`src/rtl/scancode_event_decoder.sv`:
```
// scancode_event_decoder
//   Turns the PS/2 scan-code byte stream into key events {code, break, ext}.
//   E0 (extended) and F0 (break) prefixes are tracked by a small FSM, and
//   completed events are queued in a first-word-fall-through FIFO drained
//   through a valid/ready handshake.
//   Optional feature macro: TYPEMATIC_FILTER_EN adds a held-key register that
//   suppresses repeated make events caused by keyboard auto-repeat.
module scancode_event_decoder #(
  parameter int FIFO_DEPTH = 4
) (
  input  logic                          clk,
  input  logic                          rst,
  input  logic                          scan_valid,
  input  logic [7:0]                    scan_code,
  output logic                          evt_valid,
  input  logic                          evt_ready,
  output logic [7:0]                    evt_code,
  output logic                          evt_break,
  output logic                          evt_ext,
  output logic [$clog2(FIFO_DEPTH):0]   fifo_level,
  output logic                          overflow
);

  localparam int AW = $clog2(FIFO_DEPTH);
  localparam int LW = AW + 1;
  localparam logic [LW-1:0] FULL_LVL = LW'(FIFO_DEPTH);
  localparam logic [7:0] CODE_EXT = 8'hE0;
  localparam logic [7:0] CODE_BRK = 8'hF0;

  typedef enum logic [1:0] {
    IDLE    = 2'd0,
    EXT     = 2'd1,
    BRK     = 2'd2,
    EXT_BRK = 2'd3
  } state_t;

  state_t          r_state;
  state_t          w_next_state;

  logic            w_gen;
  logic            w_gen_brk;
  logic            w_gen_ext;
  logic            w_suppress;
  logic            w_push_req;
  logic            w_push_ok;
  logic            w_pop;
  logic            w_full;
  logic            w_is_prefix;

  logic [9:0]      r_mem [FIFO_DEPTH];
  logic [AW-1:0]   r_wr_ptr;
  logic [AW-1:0]   r_rd_ptr;
  logic [LW-1:0]   r_count;
  logic            r_overflow;

  assign w_is_prefix = (scan_code == CODE_EXT) || (scan_code == CODE_BRK);

  // Prefix-tracking state register; a reset discards any partial prefix
  always_ff @(posedge clk or negedge rst) begin
    if (!rst) begin
      r_state <= IDLE;
    end else begin
      r_state <= w_next_state;
    end
  end

  // Next-state logic: moves only on strobed bytes; E0 always restarts as extended
  always_comb begin
    w_next_state = r_state;
    if (scan_valid) begin
      if (scan_code == CODE_EXT) begin
        w_next_state = EXT;
      end else if (scan_code == CODE_BRK) begin
        case (r_state)
          IDLE, BRK:    w_next_state = BRK;
          EXT, EXT_BRK: w_next_state = EXT_BRK;
          default:      w_next_state = BRK;
        endcase
      end else begin
        w_next_state = IDLE;
      end
    end
  end

  // Event generation: a non-prefix byte completes an event flagged by the current state
  always_comb begin
    w_gen     = 1'b0;
    w_gen_brk = 1'b0;
    w_gen_ext = 1'b0;
    if (scan_valid && !w_is_prefix) begin
      w_gen     = 1'b1;
      w_gen_brk = (r_state == BRK) || (r_state == EXT_BRK);
      w_gen_ext = (r_state == EXT) || (r_state == EXT_BRK);
    end
  end

`ifdef TYPEMATIC_FILTER_EN
  logic [7:0] r_held_code;
  logic       r_held_ext;
  logic       r_held_valid;
  logic       w_held_match;

  assign w_held_match = r_held_valid && (r_held_code == scan_code) &&
                        (r_held_ext == w_gen_ext);
  assign w_suppress   = w_gen && !w_gen_brk && w_held_match;

  // Held-key tracking: every make reloads it, a matching break releases it
  always_ff @(posedge clk or negedge rst) begin
    if (!rst) begin
      r_held_code  <= 8'h00;
      r_held_ext   <= 1'b0;
      r_held_valid <= 1'b0;
    end else if (w_gen && !w_gen_brk) begin
      r_held_code  <= scan_code;
      r_held_ext   <= w_gen_ext;
      r_held_valid <= 1'b1;
    end else if (w_gen && w_gen_brk && w_held_match) begin
      r_held_valid <= 1'b0;
    end
  end
`else
  assign w_suppress = 1'b0;
`endif

  assign w_push_req = w_gen && !w_suppress;
  assign w_full     = (r_count == FULL_LVL);
  assign w_pop      = evt_valid && evt_ready;
  assign w_push_ok  = w_push_req && (!w_full || w_pop);

  // Event storage; no reset needed because the outputs are gated by evt_valid
  always_ff @(posedge clk) begin
    if (w_push_ok) begin
      r_mem[r_wr_ptr] <= {scan_code, w_gen_brk, w_gen_ext};
    end
  end

  // FIFO pointers and occupancy; a push into a full FIFO needs a same-cycle pop
  always_ff @(posedge clk or negedge rst) begin
    if (!rst) begin
      r_wr_ptr <= '0;
      r_rd_ptr <= '0;
      r_count  <= '0;
    end else begin
      if (w_push_ok) begin
        r_wr_ptr <= r_wr_ptr + 1'b1;
      end
      if (w_pop) begin
        r_rd_ptr <= r_rd_ptr + 1'b1;
      end
      if (w_push_ok && !w_pop) begin
        r_count <= r_count + 1'b1;
      end else if (!w_push_ok && w_pop) begin
        r_count <= r_count - 1'b1;
      end
    end
  end

  // Sticky drop flag, cleared only by reset
  always_ff @(posedge clk or negedge rst) begin
    if (!rst) begin
      r_overflow <= 1'b0;
    end else if (w_push_req && w_full && !w_pop) begin
      r_overflow <= 1'b1;
    end
  end

  assign evt_valid  = (r_count != '0);
  assign evt_code   = evt_valid ? r_mem[r_rd_ptr][9:2] : 8'h00;
  assign evt_break  = evt_valid ? r_mem[r_rd_ptr][1]   : 1'b0;
  assign evt_ext    = evt_valid ? r_mem[r_rd_ptr][0]   : 1'b0;
  assign fifo_level = r_count;
  assign overflow   = r_overflow;

endmodule
```
`config.mk`:
```
export PLATFORM = sky130hd
export DESIGN_NAME = scancode_event_decoder
export DESIGN_NICKNAME = d
export VERILOG_FILES = /design/src/rtl/scancode_event_decoder.sv
export SDC_FILE = /design/constraint.sdc
export NUM_CORES = 1
export LEC_CHECK = 0
export CAP_MARGIN = 20
export CELL_PAD_IN_SITES_DETAIL_PLACEMENT = 1
export CELL_PAD_IN_SITES_GLOBAL_PLACEMENT = 1
export CORE_UTILIZATION = 46
export CTS_CLUSTER_SIZE = 28
export DETAILED_ROUTE_END_ITERATION = 10
export PLACE_DENSITY_LB_ADDON = 0.12
export SLEW_MARGIN = 15
export SYNTH_ARGS = -nofsm -noshare
export SYNTH_HDL_FRONTEND = slang
export SYNTH_SLANG_ARGS = --single-unit
```
`constraint.sdc`:
```
create_clock -name clk -period 2.7 [get_ports clk]
set_clock_uncertainty 0.05 [all_clocks]
set_input_delay 0.81 -clock clk [delete_from_list [all_inputs] [get_ports clk]]
set_output_delay 0.81 -clock clk [all_outputs]
set_load 0.02 [all_outputs]
```
**Word level (Yosys, flattened, before mapping)**

Memories as Yosys holds them, arrays and structs flattened.
Index checks and enable logic that the tools add are counted.

- Register bits: 10
- Bits in writable memories: 40
- Bits of input ports: 12
- Word-level logic and storage cells: 49
- Memories kept: 1

Memories:

| name | words | width | rd ports | clocked after Yosys merged registers in | wr ports | line | source |
|---|---|---|---|---|---|---|---|
| r_mem | 4 | 10 | 1 | 0 | 1 | 50 | `logic [9:0] r_mem [FIFO_DEPTH];` |

- Add/sub/neg operators: 4
- Equal/unequal tests: 6
- Multiplexer cells: 13
- Reduce and logical (&&, ||, !) cells: 20

Operators by type and width:

| kind | count |
|---|---|
| 8-bit equality test, second input constant | 2 |
| 8-bit two-way mux | 1 |
| 1-bit logical AND | 7 |
| 1-bit two-way mux | 7 |
| 3-bit two-way mux | 2 |
| 2-bit by 1-bit adder with 2-bit output, second input constant | 2 |
| 2-bit equality test, second input constant | 2 |
| 1-bit zero test | 4 |
| 1-bit logical OR | 4 |
| 2-bit two-way mux | 2 |
| 2-bit case mux with 2 select lines | 1 |
| 2-bit OR reduction | 2 |
| 3-bit by 1-bit adder with 3-bit output, second input constant | 1 |
| 3-bit equality test, second input constant | 1 |
| 3-bit nonzero test | 1 |
| 3-bit by 1-bit subtractor with 3-bit output, second input constant | 1 |
| 2-bit by 1-bit equality test with 1-bit output, second input constant | 1 |
| 2-bit zero test | 1 |
| 2-bit nonzero test | 1 |

**Logic depth before layout (Yosys ltp)**

- Word-level depth: 10
- Gate-level depth with buffers: 8
- Depth with buffers taken out: 8

**Worst setup path before layout**

Ideal clock, no wire load.

- Path type: input -> register
- Start: input port scan_code[2]
- End: register r_count[2] (netlist: fifo_level[2])
- Library setup time: 0.080 ns
- Arrival time: 2.362 ns
- Data required time: 2.570 ns
- Path slack: 0.208 ns
- Cell stages on the path: 8
- Buffers on the path: 0
- Cells stage by stage: and4bb_4 -> a211oi_4 -> ha_1 -> inv_1 -> fa_1 -> xor2_1 -> nor2_1 -> xor2_1

- Cells in the longest elaborated chain, start to end: 9
- Elaborated cells on any way between the ends: 12
- Classes of those cells: eq/ne (2); mux (2); reduce/logical (8)

RTL lines:

| element | line | source |
|---|---|---|
| from (decl) | 14 | `input logic [7:0] scan_code,` |
| 8-bit equality test | 56 | `assign w_is_prefix = (scan_code == CODE_EXT) \|\| (scan_code == CODE_BRK);` |
| 1-bit logical OR (*) | 56 |  |
| 1-bit zero test (*) | 90 | `if (scan_valid && !w_is_prefix) begin` |
| 1-bit logical AND (*) | 90 |  |
| 1-bit two-way mux (*) | 90 |  |
| 1-bit logical AND (*) | 128 | `assign w_push_ok = w_push_req && (!w_full \|\| w_pop);` |
| named net w_push_ok | 45 | `logic w_push_ok;` |
| 1-bit zero test | 152 | `end else if (!w_push_ok && w_pop) begin` |
| 1-bit logical AND | 152 |  |
| 2-bit nonzero test (no line) | n/a |  |
| to (signal assigned) | 151 | `r_count <= r_count + 1'b1;` |
| to (signal assigned) | 153 | `r_count <= r_count - 1'b1;` |
| to (decl) | 53 | `logic [LW-1:0] r_count;` |

Mark *: on every way through the listed nets, which the timed path passes. The rest lies on a longest branch.
A chain may end at the register's enable or synchronous reset.

**Final worst setup path**

Same ends and word-level chain as after synthesis.

==> impl_results.md <==
* Fin crit period at approximately 2600 ps
* Die width at 69.78 µm
* Die height at 69.78 µm
* Post-synthesis cell count at ~110
* GP Congestion at around 0.76
* First-pass GRT wire length at 7.534 mm
* F_max at around 0.38 GHz
* Final ANT Viol Nets at 0
* CTS Sinks at 50
* Post-synth top area share at 0.5684
* Avg Cell Area, Syn at about 19 µm²
* Final Hold Vio Count at 0
* Post-synth net total at 131
* Proportion of layout cells with a drive suffix above 1 at 0.3729
* Worst Path Max Fanout at 2
* WL/cell at about 20 µm
* Vias per std cell at 5.231
* Slowest cell on the critical path: clkdlybuf4s50_1
* Vias at around 1,200
* Max-cap viol count at 0
* Largest net degree at the start of global routing at 16
* Cts hold-fix bufs at 0
* Bufs and invs on worst path at 2
* Port bufs at 26
* Layout filler cell count at 404
* VDD IR max at 488.7 µV
* GRT overflow at 0
* Clock transition at the registers of the reported paths at ~80 ps
* EDFF count, synth at 40
* CTS tree: yes
* Maximum root-to-sink buffer count at 2
* Final nets at just under 200
* CTS H-tree depth at 2
* IO Pins at 27
* N_diodes at 0
* Netlist cell types at 26
* Final Total Pwr at between 2 and 3 mW
* Commonest non-fill, non-tap cells in the layout: edfxtp_1 (40), buf_4 (28), and2_1 (16), clkdlybuf4s50_1 (12), dfrtp_1 (10)
* Num rows at 24
* Synthesized area at around 0.0021 mm²
* Flop and latch count out of synthesis at 50
* Crit Path Class: primary input to flop
* Hold path startpoint: overflow
* CP peak stage delay at around 490 ps
* Pwr Density at around 1000 mW/mm²
* Num CTS Buffers at 5
* Post-synth top area cell: edfxtp_1
* Initial antenna violation count at 0
* Tcrit/Tclk final at 0.9729
* Outcome: finished clean
* Worst Setup End Kind: flop
* Synth Warn # at 0
* Commonest non-fill, non-tap cell in the layout: edfxtp_1
* Ys flop type: edfxtp_1
* Core area at roughly 0.0044 mm²
* Seq/Total Area, Yosys at 0.6868
* WL final at 4.566 mm
* DR DRC count at 0
* Initial Util at 0.4820
* Leakage power at 1.103 nW
* Post-layout util at 0.6321
* Drt initial violations at 80
* Max-slew violations at 0
* Synthesis-to-finish area growth at 31.14%
* Critical path's top delay family: adder cells
* R2r startpoint: fifo_level[0]
* Final-report setup violation count at 0
* Vias in the first global route at about 1,400
* Die footprint at about 0.0049 mm²
* Main area contributors after synthesis: edfxtp_1 (57%), dfrtp_1 (12%), mux4_2 (8.5%)
* TritonRoute pass-1 iters at 4
* CP Cell Sequence: clkdlybuf4s50_1 -> and4bb_4 -> a211oi_4 -> ha_2 -> inv_1 -> fa_1 -> xor2_1 -> nor2_1 -> xor2_1
* Hold crit path type: flop to flop
* Tightest Pin Transition at approximately 500 ps
* Crit. Startpoint: scan_code[2]
* Worst-skew pair later-pin latency at 290 ps
* Async S/R FF share, synth at 0.2000
* Crit path required time at roughly 2800 ps
* GRT Util Overall at 0.2142
* Max-slew headroom at 0.6654
* RSZ-0062 raised after global routing: no
* Post-DP HPWL at 3.391 mm
* Root Buffer: clkbuf_8
* CP Data Arrival Time at 2760 ps
* CP Launch Type: primary input
* CP dominant cell by count: xor2_1
==> state kept, by name (all words and copies together), names as in the netlist <==
signal      count
overflow        1
fifo_level      3
r_rd_ptr        2
r_mem          40
r_state         2
r_wr_ptr        2
==> kinds of logic (layout without fill, tap and decap cells) <==
kind of cell	count (synthesis)	count (layout)	share of synthesized area
DFF	50	50	0.6868
AOI/OAI and AO/OA	5	5	0.02013
buffers and inverters	9	73	0.02072
adders and majority gates	6	6	0.03908
xor gates and xnor gates	6	6	0.02487
and+or+nand+nor	25	25	0.08585
muxes	12	12	0.1226
==> per-stage QoR <==
stage          worst slack, ps  instances  setup TNS [ps]  cell area, µm²  hold slack, ps
6_report                 73.27        229               0            2771           426.9
5_1_grt                  4.829        229               0            2771           442.8
4_1_cts                  4.140        228               0            2804           439.9
3_5_place_dp            -309.7        219          -645.9            2700           419.1
3_3_place_gp            -211.4        219          -570.3            2700           394.2
2_1_floorplan            208.3        113               0            2113           404.4
==> worst paths after layout <==
| path | slack, ps | cells after the start | to |
|---|---|---|---|
| worst min-delay path | 430 | 1 | overflow |
| max in group asynchronous | 1470 | 1 | r_rd_ptr[0] |
| worst min register to register | 430 | 1 | overflow |
| worst max register to register | 510 | 8 | fifo_level[2] |
| min in group asynchronous | 790 | 1 | r_wr_ptr[1] |
| worst max-delay path | 70 | 9 | fifo_level[2] |
==> layout make-up <==
class | instances | area, µm² | share of cell area
Inverter | 6 | 22.52 | 0.008126
Multi-Input combinational cell | 54 | 625.6 | 0.2257
Clock inverter | 3 | 16.27 | 0.005869
Clock buffer | 5 | 68.82 | 0.02483
Timing Repair Buffer | 59 | 521.8 | 0.1883
Tap cell | 52 | 65.06 | 0.02348
Sequential cell | 50 | 1451 | 0.5237
==> power breakdown <==
part           switching, mW  total (mW)  internal [mW]
clock network          0.240       0.417          0.178
logic                  0.668        1.36          0.693
registers             0.0839        1.11           1.03
total                  0.992        2.89           1.90
==> repair_timing <==
item,4_1_cts,5_1_grt
setup endpoints to repair,12,10
pin swaps,3,5
gates resized for setup,29,14
buffers inserted,1,1
hold endpoints to repair,0,0
==> metal layers <==
| metal | vias to the layer above | wire length (µm) | GRT usage |
|---|---|---|---|
| met5 | - | 0 | 0 |
| met4 | 0 | 43 | 0.06889 |
| met3 | 6 | 132 | 0.04797 |
| met2 | 27 | 2545 | 0.3868 |
| met1 | 618 | 1844 | 0.2517 |
| li1 | 547 | - | - |
==> synth_stat cells, drive strengths merged, types with 2 or more instances <==
library cell  number
edfxtp            40
and2              16
dfrtp             10
mux4              10
inv                6
ha                 5
xnor2              4
buf                3
a21oi              2
mux2               2
nor2               2
xor2               2
Power figures use the tool's default switching activity.
